===== config.mk =====
export PLATFORM = sky130hd
export DESIGN_NAME = cbus_arbiter
export DESIGN_NICKNAME = d
export VERILOG_FILES = /design/src/rtl/cbus_arbiter_pkg.sv /design/src/rtl/cbus_arbiter_rr_select.sv /design/src/rtl/cbus_arbiter.sv
export SDC_FILE = /design/constraint.sdc
export NUM_CORES = 1
export LEC_CHECK = 0
export ABC_AREA = 1
export CAP_MARGIN = 10
export CORE_AREA = 2 2 214 216
export DETAILED_ROUTE_END_ITERATION = 10
export DIE_AREA = 0 0 216 218
export PLACE_DENSITY = 0.33
export SYNTH_ARGS = -nofsm -noshare
export SYNTH_HDL_FRONTEND = slang
export SYNTH_HIERARCHICAL = 1
export SYNTH_SLANG_ARGS = --single-unit

===== constraint.sdc =====
create_clock -name clk -period 1.42 [get_ports clk]
set_input_delay 0.213 -clock clk [delete_from_list [all_inputs] [get_ports clk]]
set_output_delay 0.213 -clock clk [all_outputs]
set_load 0.05 [all_outputs]

===== src/rtl/cbus_arbiter_pkg.sv =====
// Shared cbus types: request/response structs and the MLEN/MSIZE/AXI_BURST encodings.
package cbus_arbiter_pkg;

    // Burst length encoding: beats minus one.
    typedef enum logic [3:0] {
        MLEN1  = 4'd0,
        MLEN2  = 4'd1,
        MLEN4  = 4'd3,
        MLEN8  = 4'd7,
        MLEN16 = 4'd15
    } mlen_t;

    // Bytes per beat.
    typedef enum logic [2:0] {
        MSIZE1 = 3'd0,
        MSIZE2 = 3'd1,
        MSIZE4 = 3'd2,
        MSIZE8 = 3'd3
    } msize_t;

    typedef enum logic [1:0] {
        AXI_BURST_FIXED = 2'd0,
        AXI_BURST_INCR  = 2'd1,
        AXI_BURST_WRAP  = 2'd2
    } axi_burst_t;

    localparam int CBUS_ADDR_W = 32;
    localparam int CBUS_DATA_W = 64;

    typedef struct packed {
        logic                     valid;
        logic                     is_write;
        logic [CBUS_ADDR_W-1:0]   addr;
        msize_t                   size;
        mlen_t                    len;
        axi_burst_t               burst;
        logic [CBUS_DATA_W-1:0]   data;
        logic [CBUS_DATA_W/8-1:0] strobe;
    } cbus_req_t;

    typedef struct packed {
        logic                   ready;
        logic                   last;
        logic [CBUS_DATA_W-1:0] data;
    } cbus_resp_t;

endpackage


===== src/rtl/cbus_arbiter_rr_select.sv =====
// Round-robin pick: first valid index after 'last', wrapping modulo NUM_REQ.
module rr_select #(
    parameter int NUM_REQ = 2,
    parameter int IW      = 1
) (
    input  logic [NUM_REQ-1:0] valid,
    input  logic [IW-1:0]      last,
    output logic [IW-1:0]      index,
    output logic               any
);

    // cand[k] is the (k+1)-th index after last in cyclic order.
    logic [IW-1:0] cand [NUM_REQ];

    genvar gi;
    generate
        for (gi = 0; gi < NUM_REQ; gi++) begin : g_cand
            assign cand[gi] = IW'((int'(last) + gi + 1) % NUM_REQ);
        end
    endgenerate

    // Scan from farthest to nearest so the nearest valid candidate wins.
    always_comb begin
        index = '0;
        any   = 1'b0;
        for (int k = NUM_REQ - 1; k >= 0; k--) begin
            if (valid[cand[k]]) begin
                index = cand[k];
                any   = 1'b1;
            end
        end
    end

endmodule


===== src/rtl/cbus_arbiter.sv =====
// cbus arbiter: round-robin grant of one requester per burst to the memory side.
module cbus_arbiter
    import cbus_arbiter_pkg::*;
#(
    parameter int NUM_REQ = 2
) (
    input  logic                      clk,
    input  logic                      reset,
    input  cbus_req_t  [NUM_REQ-1:0]  ireqs,
    output cbus_resp_t [NUM_REQ-1:0]  iresps,
    output cbus_req_t                 oreq,
    input  cbus_resp_t                oresp
);

    localparam int IW = (NUM_REQ > 1) ? $clog2(NUM_REQ) : 1;

    typedef logic [IW-1:0] rr_idx_t;
    typedef enum logic {IDLE = 1'b0, BUSY = 1'b1} state_t;

    state_t      state_reg, state_next;
    rr_idx_t     sel_reg, sel_next;
    rr_idx_t     last_reg, last_next;
    logic [3:0]  beat_cnt_reg, beat_cnt_next;

    logic [NUM_REQ-1:0] req_valid;
    rr_idx_t            pick_index;
    logic               pick_any;

    genvar gi;
    generate
        for (gi = 0; gi < NUM_REQ; gi++) begin : g_valid
            assign req_valid[gi] = ireqs[gi].valid;
        end
    endgenerate

    rr_select #(
        .NUM_REQ (NUM_REQ),
        .IW      (IW)
    ) u_rr_select (
        .valid (req_valid),
        .last  (last_reg),
        .index (pick_index),
        .any   (pick_any)
    );

    // State registers; reset abandons any burst in flight and gives requester 0 the first tie.
    always_ff @(posedge clk) begin
        if (!reset) begin
            state_reg    <= IDLE;
            sel_reg      <= '0;
            last_reg     <= rr_idx_t'(NUM_REQ - 1);
            beat_cnt_reg <= '0;
        end else begin
            state_reg    <= state_next;
            sel_reg      <= sel_next;
            last_reg     <= last_next;
            beat_cnt_reg <= beat_cnt_next;
        end
    end

    // Next-state and output mux: grant is held for the whole burst, released only on ready&last.
    always_comb begin
        state_next    = state_reg;
        sel_next      = sel_reg;
        last_next     = last_reg;
        beat_cnt_next = beat_cnt_reg;
        oreq          = '0;
        iresps        = '0;
        case (state_reg)
            IDLE: begin
                if (pick_any) begin
                    sel_next      = pick_index;
                    beat_cnt_next = '0;
                    state_next    = BUSY;
                end
            end
            BUSY: begin
                oreq            = ireqs[sel_reg];
                iresps[sel_reg] = oresp;
                if (oresp.ready) begin
                    beat_cnt_next = beat_cnt_reg + 4'd1;
                end
                if (oresp.ready && oresp.last) begin
                    last_next  = sel_reg;
                    state_next = IDLE;
                end
            end
            default: begin
                state_next = IDLE;
            end
        endcase
    end

endmodule

### Word level (Yosys, flattened, before mapping)

Cells that the tools add are included.
W data, S select, Z words.

| cells by class | value |
|---|---|
| add/subtract/negate cells | 2 |
| magnitude comparators | 4 |
| multiplexer cells | 17 |
| bitwise operators | 2 |
| reduce and logical (&&, ||, !) cells | 4 |

Operators with widths:

| operator | number |
|---|---|
| $mux W115 | 3 |
| $and A132 B132 Y132 | 1 |
| $mux W132 | 1 |
| $demux W66 S1 | 1 |
| $mux W66 | 1 |
| $mux W1 | 10 |
| $lt A1 B2 Y1 const B | 3 |
| $reduce_and A2 Y1 | 2 |
| $add A1 B1 Y1 const B | 2 |
| $logic_and A1 B1 Y1 | 2 |
| $pmux W1 S2 | 1 |
| $ge A1 B1 Y1 const B | 1 |
| $not A1 Y1 | 1 |

| storage, ports and cells | value |
|---|---|
| flip-flop bits (word level) | 3 |
| input port bits | 298 |
| output and inout port bits | 247 |
| word-level logic and storage cells | 32 |

### Depth between registers and ports, before layout

Gate-level depths: netlist (run 1).

| depth | value |
|---|---|
| word-level depth | 8 |
| gate-level depth with buffers | 6 |
| depth with buffers taken out | 6 |

### Cells and area by module

The synthesis (run 1) kept the hierarchy.

By module, submodules not included:

| module | times used | cells each | area an instance (µm²) | seq. area each (µm²) |
|---|---|---|---|---|
| cbus_arbiter | 1 | 612 | 2,553.7 | 60.1 |
| rr_select | 1 | 3 | 15.0 | 0.0 |

### Worst setup path after synthesis (run 1)

No wires, ideal clock.

| timing | value |
|---|---|
| path kind | flip-flop to output port |
| from | register sel_reg |
| to | output port oreq[55] (netlist bit) |
| data arrival time | 1,594 ps |
| data required time | 1,207 ps |
| path slack | -387 ps |
| cell stages (with the launch flop) | 5 |
| path buffers | 2 |
| path through | dfxtp_1 > buf_4 > clkbuf_1 > nand2_1 > a21oi_1 |

RTL lines:

| element | RTL line | text |
|---|---|---|
| start, declared | cbus_arbiter.sv:21 | `rr_idx_t sel_reg, sel_next;` |
| start signal, assigned | cbus_arbiter.sv:55 | `sel_reg <= sel_next;` |
| end, declared | cbus_arbiter.sv:11 | `output cbus_req_t oreq,` |

==> summary.txt, run 1 <==
Worst setup path
  – Arr. time, crit path: between 1000 and 1500 ps
  – RR Startpoint: state_reg
  – Crit Path Max Fanout: 8
  – R2r setup slk: 280 ps
  – Startpoint type of the worst setup path: register
  – Setup CP Type: register to primary output
  – WP data required: 1210 ps
  – R2r endpoint: sel_reg
  – Reg2reg path depth: 6
  – Worst setup EP type: primary output

Timing
  – Min Hold Slack: about 490 ps
  – Fin crit share: 1.17
  – Peak Freq: just over 600 MHz
  – RSZ-0062 raised after global routing: yes
  – Fin crit period: ~1700 ps
  – Final Setup Violations: ~250
  – Worst slew pin tran: a little over 300 ps
  – Final Max Tran Viols: 0
  – Worst clock skew: 0.346 ps
  – Worst slew margin: 0.793
  – Final Hold Viols: 0
  – Setup ws final: -238 ps

Drt
  – Wire per inst: ~17 um
  – Via count: slightly above 6,000
  – Detailed Routing Iterations Pass 1: 4
  – DRT iter0 DRCs: roughly 160
  – Vias/cell: between 3 and 4
  – ANT nets after route: 0
  – Routed wire length: 31.2 mm
  – Drt drc: 0

Flow run
  – Max Cap Violations: 0

Die
  – Die Area: 47,100 um^2
  – Die Span Y: ~220 um
  – Top-Level Pins: between 500 and 600
  – Initial core utilization: 0.0572
  – Core ar.: ~45,000 um^2
  – Chip Width: 216 um
  – Num rows: 78

GRT
  – Largest net degree at the start of global routing: 33
  – Total gr overflow: 0
  – GRT Overall Usage: 0.125
  – Initial antenna violation count: 4
  – Number of global-route vias before repair: 6,538
  – Global-route wire length before repair: ~44 mm

Synthesis
  – Register area share after synthesis: 0.0234
  – Mapped Area: about 2600 um^2
  – Synthesis warning total: 6
  – Synth Register Bits: 3
  – Syn nets: around 900
  – Cells after Synth: between 600 and 700
  – Syn_area_per_cell: about 4.2 um^2
  – Synth unique cells: 14

CTS
  – CTS root buf: clkbuf_16
  – CTS tree: built
  – Hold buffer count at CTS: 0
  – H-tree levels: 1
  – Total CTS buffers: 3
  – Clock sink total: 3
  – Clk slew on worst S/H paths: roughly 30 ps
  – Clock latency on the worst-skew pair: roughly 220 ps
  – Longest Clk Path Bufs: 2

Placed design
  – HPWL Detailed: around 26 mm
  – Gpl congestion: 0.794
  – Area after DPL: between 10,000 and 15,000 um^2
  – IO Port Bufs: between 500 and 600

Worst hold path
  – Hold_sp: last_reg
  – WHS Endpoint: last_reg
  – HP Class: register to register
  – Hold path cells: 2

Power
  – VDD IR max: ~0.35 mV
  – Power Dens Cells: 515 nW/um^2
  – Leak Pwr: ~5.3 nW

Cells and area
  – Layout area overhead: 443%
  – Layout cells sized above 1: 0.501
  – Fin util: 0.311
  – Post-route cell area: between 10,000 and 15,000 um^2
  – Layout Nets: around 1,500

Outcome
  – Failing checks: setup timing
  – Outcome: finished with violations
## Yosys cell counts
| master | n | area (um^2) |
|---|---|---|
| nand2_1 | 234 | 878 |
| nor2_1 | 133 | 499 |
| a21oi_1 | 117 | 586 |
| inv_1 | 68 | 255 |
| buf_2 | 27 | 135 |
| clkbuf_1 | 19 | 71.3 |
| buf_4 | 5 | 37.5 |
| dfxtp_1 | 3 | 60.1 |
| nand3_1 | 3 | 15.0 |
| inv_2 | 2 | 7.51 |
| nand4_1 | 1 | 6.26 |
| nor2b_1 | 1 | 6.26 |
| o21ai_0 | 1 | 5.00 |
| or2_1 | 1 | 6.26 |
## cell families (layout without fill, tap and decap cells)
group,after synthesis,count (layout),synth area share
and+or+nand+nor,373,373,0.549
buffers and inverters,121,688,0.197
AOI/OAI and AO/OA,118,118,0.230
other,0,1,0
DFF,3,3,0.0234
## through the flow
| step | TNS (ps) | instances | total power [mW] | setup slack, ps |
|---|---|---|---|---|
| floorplan | -27680 | 615 | 2.87 | -292 |
| global placement | -887 | 1759 | 6.34 | -123 |
| detailed placement | -1540 | 1759 | 6.34 | -119 |
| CTS | -42990 | 1774 | 7.13 | -245 |
| global route | -55080 | 1783 | 7.49 | -293 |
| finish | -41390 | 1783 | 7.18 | -238 |
## where the power goes
| group | switching, mW | internal [mW] | leakage (nW) |
|---|---|---|---|
| clock network | 0.0717 | 0.370 | 0.0382 |
| logic | 3.46 | 3.18 | 5.25 |
| registers | 0.0105 | 0.0921 | 0.0257 |
| total | 3.54 | 3.64 | 5.32 |
## layout by cell type (no fill, tap or decap)
| cell | instances |
|---|---|
| nand2_4 | 1 |
| dfxtp_2 | 1 |
| diode_2 | 1 |
| clkdlybuf4s50_1 | 297 |
| clkbuf_1 | 1 |
| dfxtp_4 | 1 |
| or2_1 | 1 |
| inv_1 | 68 |
| nand3_1 | 3 |
| inv_16 | 1 |
| nand2_1 | 212 |
| clkbuf_16 | 6 |
| o21ai_0 | 1 |
| nand2_2 | 19 |
| a21oi_4 | 59 |
| dfxtp_1 | 1 |
| nor2_2 | 31 |
| a21oi_1 | 3 |
| buf_12 | 270 |
| nor2_4 | 101 |
| a21oi_2 | 55 |
| buf_6 | 4 |
| bufbuf_16 | 1 |
| buf_16 | 7 |
| nor2b_1 | 1 |
| nor2_1 | 1 |
| nand4_1 | 1 |
| nand2_8 | 2 |
| buf_4 | 32 |
| inv_8 | 1 |
## how the worst max path moves through the flow
stage,from,to,slack [ps],cells after the start
after floorplan,sel_reg,oreq[107],-290,4
after global placement,sel_reg,iresps[5],-120,5
after detailed placement,sel_reg,iresps[5],-120,5
after CTS,sel_reg,oreq[99],-250,5
after global routing,sel_reg,oreq[103],-290,6
final,sel_reg,oreq[71],-240,6
## routing by layer
metal  up-vias  global-route usage  share of wire
met1      2808               0.141           0.38
li1       2996                   -              -
met2       315               0.228           0.52
met5         -                   0              0
met3        14              0.0470          0.095
met4         0              0.0155         0.0081
## worst max-delay path, stage by stage, from the launching register on
cell	delay [ps]
dfxtp_4	400
buf_12	170
buf_12	130
buf_12	120
nand2_4	50
a21oi_4	180
buf_12	160
## layout make-up
| type | instances | area, um^2 |
|---|---|---|
| fillers | 4648 | 30900 |
| repair buffers | 614 | 8960 |
| multi-input cells | 491 | 3800 |
| well taps | 600 | 751 |
| inverters | 70 | 287 |
| clock buffers | 4 | 78.8 |
| flip-flops and latches | 3 | 65.1 |
| diodes | 1 | 2.50 |
## repair_timing
action / CTS / global route
pin swaps: 5 / 32
gates cloned: 4 / 4
setup buffers: 7 / 4
endpoints found under the setup margin: 247 / 247
gates resized for setup: 130 / 54
(Power assumes the default switching activity.)
==> inputs of run 2 (changes only) <==
--- a/config.mk
+++ b/config.mk
@@ -8,6 +8,7 @@
 export ABC_AREA = 1
 export CAP_MARGIN = 10
 export CORE_AREA = 2 2 214 216
+export CTS_BUF_LIST = sky130_fd_sc_hd__clkbuf_16
 export DETAILED_ROUTE_END_ITERATION = 10
 export DIE_AREA = 0 0 216 218
 export PLACE_DENSITY = 0.33
==> run 2 against run 1 <==
Against the previous run: the flow still finishes with violations (setup timing); non-clock buffer count is the same; combinational power is essentially flat; core utilization is the same; cell area is the same; first-iteration DRC count is the same; routed wire length is essentially flat; clock skew is essentially flat; register-to-register slack is essentially flat; critical path depth is the same; via count is essentially flat; critical path type unchanged.
==> summary.txt, run 2 (synthesis results as in run 1) <==
Drt
  – DRT iter0 DRCs: 156 (unchanged)
  – Via count: 6,134 (was 6,133)
  – Detailed Routing Iterations Pass 1: 4 (unchanged)
  – Wire per inst: 17.5 um (about the same)
  – ANT nets after route: 0 (unchanged)
  – Vias/cell: 3.44 (about the same)
  – Routed wire length: 31.2 mm (about the same)
  – Drt drc: 0 (unchanged)

Placed design
  – Placed cell count: 1,759 (unchanged)
  – HPWL Detailed: 26.0 mm (unchanged)
  – IO Port Bufs: 544 (unchanged)
  – Gpl congestion: 0.794 (unchanged)

Worst setup path
  – R2r endpoint: sel_reg (unchanged)
  – Crit Path Max Fanout: 8 (unchanged)
  – RR Startpoint: state_reg (unchanged)
  – Setup CP Type: register to primary output (unchanged)
  – WP data required: 1210 ps (about the same)
  – Startpoint type of the worst setup path: register (unchanged)
  – R2r setup slk: 280 ps (about the same)
  – Worst setup EP type: primary output (unchanged)
  – Reg2reg path depth: 6 (unchanged)
  – Arr. time, crit path: 1440 ps (about the same)
  – Setup crit end: oreq[71] (unchanged)
  – Critical path origin: sel_reg (unchanged)

Power
  – VDD IR max: 0.345 mV (about the same)
  – Design Power: 7.17 mW (was 7.18 mW)
  – Power Dens Cells: 514 nW/um^2 (was 515 nW/um^2)
  – Leak Pwr: 5.32 nW (about the same)

GRT
  – Total gr overflow: 0 (unchanged)
  – GRT Overall Usage: 0.125 (unchanged)
  – Largest net degree at the start of global routing: 33 (unchanged)
  – Number of global-route vias before repair: 6,538 (unchanged)
  – Global-route wire length before repair: 44.1 mm (unchanged)
  – Initial antenna violation count: 4 (unchanged)

Cells and area
  – Filler instances: 4,648 (unchanged)
  – Layout area overhead: 443% (unchanged)
  – Layout Nets: 1,481 (unchanged)
  – Most common cell after layout, fill and taps aside: clkdlybuf4s50_1 (unchanged)
  – Post-Layout Cell Count: 1,783 (unchanged)
  – Fin util: 0.311 (unchanged)
  – Most frequent cells in the layout: clkdlybuf4s50_1, buf_12, nand2_1 (unchanged)
  – Layout cells sized above 1: 0.501 (unchanged)

Die
  – Top-Level Pins: 545 (unchanged)
  – Core ar.: 44,900 um^2 (unchanged)
  – Num rows: 78 (unchanged)
  – Die Span Y: 218 um (unchanged)
  – Die Area: 47,100 um^2 (unchanged)
  – Initial core utilization: 0.0572 (unchanged)
  – Chip Width: 216 um (unchanged)

CTS
  – CTS root buf: clkbuf_16 (unchanged)
  – Hold buffer count at CTS: 0 (unchanged)
  – Total CTS buffers: 3 (unchanged)
  – CTS tree: built (unchanged)
  – Longest Clk Path Bufs: 2 (unchanged)
  – H-tree levels: 1 (unchanged)
  – Clk slew on worst S/H paths: 30 ps (about the same)
  – Clock sink total: 3 (unchanged)
  – Clock latency on the worst-skew pair: 220 ps (about the same)

Timing
  – Peak Freq: 603 MHz (unchanged)
  – Worst slew margin: 0.793 (unchanged)
  – Worst slew pin tran: 310 ps (unchanged)
  – Fin crit period: 1660 ps (unchanged)
  – Final Hold Viols: 0 (unchanged)
  – Setup ws final: -238 ps (unchanged)
  – Final Setup Violations: 247 (unchanged)
  – Final Max Tran Viols: 0 (unchanged)
  – Worst clock skew: 0.0581 ps (was 0.346 ps)
  – RSZ-0062 raised after global routing: yes (unchanged)
  – Fin crit share: 1.17 (unchanged)

Outcome
  – Outcome: finished with violations (unchanged)
  – Failing checks: setup timing (unchanged)

Flow run
  – Max Cap Violations: 0 (unchanged)

Worst hold path
  – HP Class: register to register (unchanged)
  – Hold path cells: 2 (unchanged)
-- run 2: cell types whose count changed in the layout (fill, tap and decap cells not counted), sizes merged --
| cell | before | now |
|---|---|---|
| clkbuf | 7 | 6 |
| inv | 70 | 71 |
-- run 2: repair_timing --
item / in CTS / in global routing
buffers inserted: 7 / 4
setup endpoints to repair: 247 / 247
pin swaps: 5 / 32
gates resized for setup: 130 / 54
cloned: 4 / 4
-- run 2: critical path: stages (launching register included) --
cell and delay (ps):
dfxtp_4 400, buf_12 170, buf_12 130, buf_12 120, nand2_4 50, a21oi_4 180, buf_12 160
-- run 2: layer usage --
metal | up-vias | part of all wire | GRT usage
met5 | - | 0 | 0
met4 | 0 | 0.0081 | 0.0155
met3 | 14 | 0.095 | 0.0470
met2 | 315 | 0.52 | 0.228
met1 | 2809 | 0.38 | 0.141
li1 | 2996 | - | -
-- run 2: how the worst min path moves through the flow --
stage | end | start | slack, ps
2_1_floorplan | last_reg | reset | 300
3_3_place_gp | last_reg | last_reg | 470
3_5_place_dp | last_reg | last_reg | 470
4_1_cts | last_reg | last_reg | 480
5_1_grt | last_reg | last_reg | 530
6_report | last_reg | last_reg | 480
-- run 2: cell type report --
type | instances | area (um^2) | share of cell area
well taps | 600 | 751 | 0.0538
repair buffers | 614 | 8960 | 0.643
clock buffers | 3 | 75.1 | 0.00538
flip-flops and latches | 3 | 65.1 | 0.00467
inverters | 70 | 287 | 0.0205
multi-input cells | 491 | 3800 | 0.272
diodes | 1 | 2.50 | 0.000179
clock inverters | 1 | 3.75 | 0.000269
-- run 2: per-stage QoR --
step	setup WS (ps)	setup TNS (ps)	cell area, um^2	hold slack, ps
detailed placement	-119	-1540	12900	472
global placement	-123	-887	12900	469
finish	-238	-41390	13900	483
floorplan	-292	-27680	3770	298
CTS	-245	-42990	13600	483
global route	-293	-55080	13900	530
-- run 2: power by group --
group	switching (mW)	leakage (nW)	internal, mW
sequential	0.0105	0.0257	0.0921
clock	0.0710	0.0423	0.363
combinational	3.46	5.25	3.18
==> inputs of run 3 (changes only) <==
--- a/config.mk
+++ b/config.mk
@@ -7,12 +7,11 @@
 export LEC_CHECK = 0
 export ABC_AREA = 1
 export CAP_MARGIN = 10
-export CORE_AREA = 2 2 214 216
+export CORE_AREA = 2 2 211 213
 export CTS_BUF_LIST = sky130_fd_sc_hd__clkbuf_16
 export DETAILED_ROUTE_END_ITERATION = 10
-export DIE_AREA = 0 0 216 218
+export DIE_AREA = 0 0 213 215
 export PLACE_DENSITY = 0.33
 export SYNTH_ARGS = -nofsm -noshare
 export SYNTH_HDL_FRONTEND = slang
-export SYNTH_HIERARCHICAL = 1
 export SYNTH_SLANG_ARGS = --single-unit
==> run 3 against run 2 <==
Against the previous run: the flow still finishes with violations (setup timing); global-route usage shrank 0.15 points; combinational power shrank 13%; sequential share of layout area is essentially flat; power shrank 12%; non-clock buffer count shrank 1; cell area shrank 3.8%; flip-flop and latch count is the same; maximum frequency shrank 1.9%; worst hold slack lost 2.3 ps; critical path type unchanged; largest cell class unchanged; highest routed layer is now met5.
==> summary.txt, run 3 <==
Worst setup path
  – Crit Path Max Fanout: 8 (unchanged)
  – Arr. time, crit path: 1480 ps (was 1440 ps)
  – R2r endpoint: sel_reg (unchanged)
  – WP data required: 1210 ps (about the same)
  – RR Startpoint: state_reg (unchanged)
  – Reg2reg path depth: 8 (was 6)
  – R2r setup slk: 240 ps (was 280 ps)
  – Setup CP Type: register to primary output (unchanged)
  – Worst setup EP type: primary output (unchanged)
  – Startpoint type of the worst setup path: register (unchanged)

Drt
  – Routed wl met2: 16.1 mm (about the same)
  – DRT iter0 DRCs: 82 (was 156)
  – Drt drc: 0 (unchanged)
  – Detailed Routing Iterations Pass 1: 4 (unchanged)
  – Wire per inst: 16.8 um (was 17.5 um)
  – Top Layer Used: met5 (was met4)
  – Met1 Routed Length: 10.9 mm (was 11.9 mm)
  – Routed wire length: 29.9 mm (was 31.2 mm)
  – Via count: 5,719 (was 6,134)
  – Wire length on met3: 2.69 mm (was 2.97 mm)
  – Vias/cell: 3.22 (was 3.44)
  – ANT nets after route: 0 (unchanged)

CTS
  – Clock sink total: 3 (unchanged)
  – Total CTS buffers: 3 (unchanged)
  – Clk slew on worst S/H paths: 30 ps (about the same)
  – Longest Clk Path Bufs: 2 (unchanged)
  – Clock latency on the worst-skew pair: 230 ps (was 220 ps)
  – CTS root buf: clkbuf_16 (unchanged)
  – CTS tree: built (unchanged)
  – H-tree levels: 1 (unchanged)

Cells and area
  – Layout area overhead: 462% (was 443%)
  – Most common cell after layout, fill and taps aside: clkdlybuf4s50_1 (unchanged)
  – Most frequent cells in the layout: clkdlybuf4s50_1, buf_12, nand2_1 (unchanged)
  – Layout cells sized above 1: 0.511 (was 0.501)
  – Fin util: 0.307 (was 0.311)
  – Post-route cell area: 13,400 um^2 (was 13,900 um^2)
  – Antenna cells: 0 (was 1)
  – Layout Nets: 1,482 (was 1,481)
  – Filler instances: 4,562 (was 4,648)

Synthesis
  – Mapped Area: 2390 um^2 (was 2570 um^2)
  – Syn_area_per_cell: 3.95 um^2 (was 4.18 um^2)
  – Synth async-reset ratio: 0 (unchanged)
  – Top-area cell type share of the netlist area: 0.554 (was 0.342)
  – Most used flip-flop cell after synthesis: dfxtp_1 (unchanged)
  – Syn nets: 902 (was 913)
  – Synth unique cells: 12 (was 14)
  – Synth cell count leaders: nand2_1, nor2_1, inv_1 (was nand2_1, nor2_1, a21oi_1)
  – Synthesis warning total: 0 (was 6)
  – Synth Register Bits: 3 (unchanged)
  – Cells after Synth: 604 (was 615)
  – Most frequent cell after synthesis: nand2_1 (unchanged)
  – Area contributors post-synth: nand2_1, nor2_1, inv_1 (was nand2_1, a21oi_1, nor2_1)
  – Register area share after synthesis: 0.0252 (was 0.0234)
  – Yosys top cell by area: nand2_1 (unchanged)
  – EDFF count, synth: 0 (unchanged)

Worst hold path
  – Hold path cells: 2 (unchanged)
  – WHS Endpoint: last_reg (unchanged)
  – HP Class: register to register (unchanged)
  – Hold_sp: last_reg (unchanged)

GRT
  – Initial antenna violation count: 2 (was 4)
  – Largest net degree at the start of global routing: 25 (was 33)
  – Number of global-route vias before repair: 6,180 (was 6,538)
  – GRT Overall Usage: 0.123 (was 0.125)
  – Global-route wire length before repair: 41.5 mm (was 44.1 mm)
  – Total gr overflow: 0 (unchanged)

Placed design
  – IO Port Bufs: 544 (unchanged)
  – Area after DPL: 12,300 um^2 (was 12,900 um^2)
  – Gpl congestion: 0.799 (was 0.794)
  – HPWL Detailed: 25.6 mm (was 26.0 mm)

Timing
  – Peak Freq: 592 MHz (was 603 MHz)
  – Fin crit share: 1.19 (was 1.17)
  – Fin crit period: 1690 ps (was 1660 ps)
  – Worst clock skew: 0.177 ps (was 0.0581 ps)
  – Worst slew pin tran: 287 ps (was 310 ps)
  – Final Max Tran Viols: 0 (unchanged)
  – Final Hold Viols: 0 (unchanged)
  – Setup ws final: -269 ps (was -238 ps)
  – RSZ-0062 raised after global routing: yes (unchanged)
  – Final Setup Violations: 247 (unchanged)
  – Worst slew margin: 0.809 (was 0.793)

Die
  – Die Area: 45,800 um^2 (was 47,100 um^2)
  – Initial core utilization: 0.0547 (was 0.0572)
  – Top-Level Pins: 545 (unchanged)
  – Chip Width: 213 um (was 216 um)
  – Core ar.: 43,600 um^2 (was 44,900 um^2)
  – Num rows: 77 (was 78)
  – Die Span Y: 215 um (was 218 um)

Outcome
  – Outcome: finished with violations (unchanged)
  – Failing checks: setup timing (unchanged)

Power
  – Leak Pwr: 5.59 nW (was 5.32 nW)
  – Power Dens Cells: 473 nW/um^2 (was 514 nW/um^2)
  – VDD IR max: 0.179 mV (was 0.345 mV)

Flow run
  – Max Cap Violations: 0 (unchanged)
-- run 3: worst max path at each step --
stage	to	start	cells past startpoint	slack [ps]
floorplan	iresps[10]	state_reg	5	-220
global placement	iresps[17]	sel_reg	7	-130
detailed placement	iresps[17]	sel_reg	7	-150
CTS	iresps[50]	state_reg	8	-280
global route	iresps[50]	state_reg	8	-330
finish	iresps[50]	state_reg	8	-270
-- run 3: cell families after synthesis --
logic type	count (synthesis)	share of synthesized area
AO/OA/AOI/OAI	3	0.00629
buffers and inverters	109	0.195
flip-flops	3	0.0252
AND/OR/NAND/NOR	489	0.773
-- run 3: final cells by class --
type	instances	area, um^2	area share
flip-flops and latches	3	62.6	0.00467
inverters	71	282	0.0210
clock buffers	3	75.1	0.00560
well taps	592	741	0.0552
repair buffers	613	9000	0.671
multi-input cells	492	3250	0.242
clock inverters	1	3.75	0.000280
-- run 3: stage by stage --
step | TNS (ps) | power, mW | hold WS [ps] | instances | setup WS (ps)
CTS | -53330 | 6.31 | 482 | 1768 | -276
global placement | -4760 | 5.59 | 467 | 1751 | -130
global route | -64040 | 6.61 | 527 | 1775 | -331
detailed placement | -8010 | 5.58 | 477 | 1751 | -151
floorplan | -8260 | 2.39 | 298 | 604 | -217
finish | -47290 | 6.34 | 480 | 1775 | -269
-- run 3: critical path: stages, from the launching register on --
cell	delay, ps
dfxtp_2	320
inv_2	50
nor2_4	150
buf_6	140
inv_8	60
buf_12	150
buf_8	120
nor2_4	110
buf_12	140
-- run 3: repair_timing --
item                       in CTS  in global routing
hold buffers                    0                  0
pin swaps                      21                 18
setup buffers                  10                  0
gates cloned                    3                  8
setup endpoints to repair     247                247
gates resized for setup       120                 49
-- run 3: report_power, final --
group          internal, mW  switching (mW)
clock network         0.363          0.0810
logic                  2.85            2.95
registers            0.0914         0.00517
-- run 3: layer usage --
metal,GRT usage,vias up
met2,0.240,273
met4,0.0142,4
li1,-,2883
met3,0.0387,12
met5,0,-
met1,0.131,2547
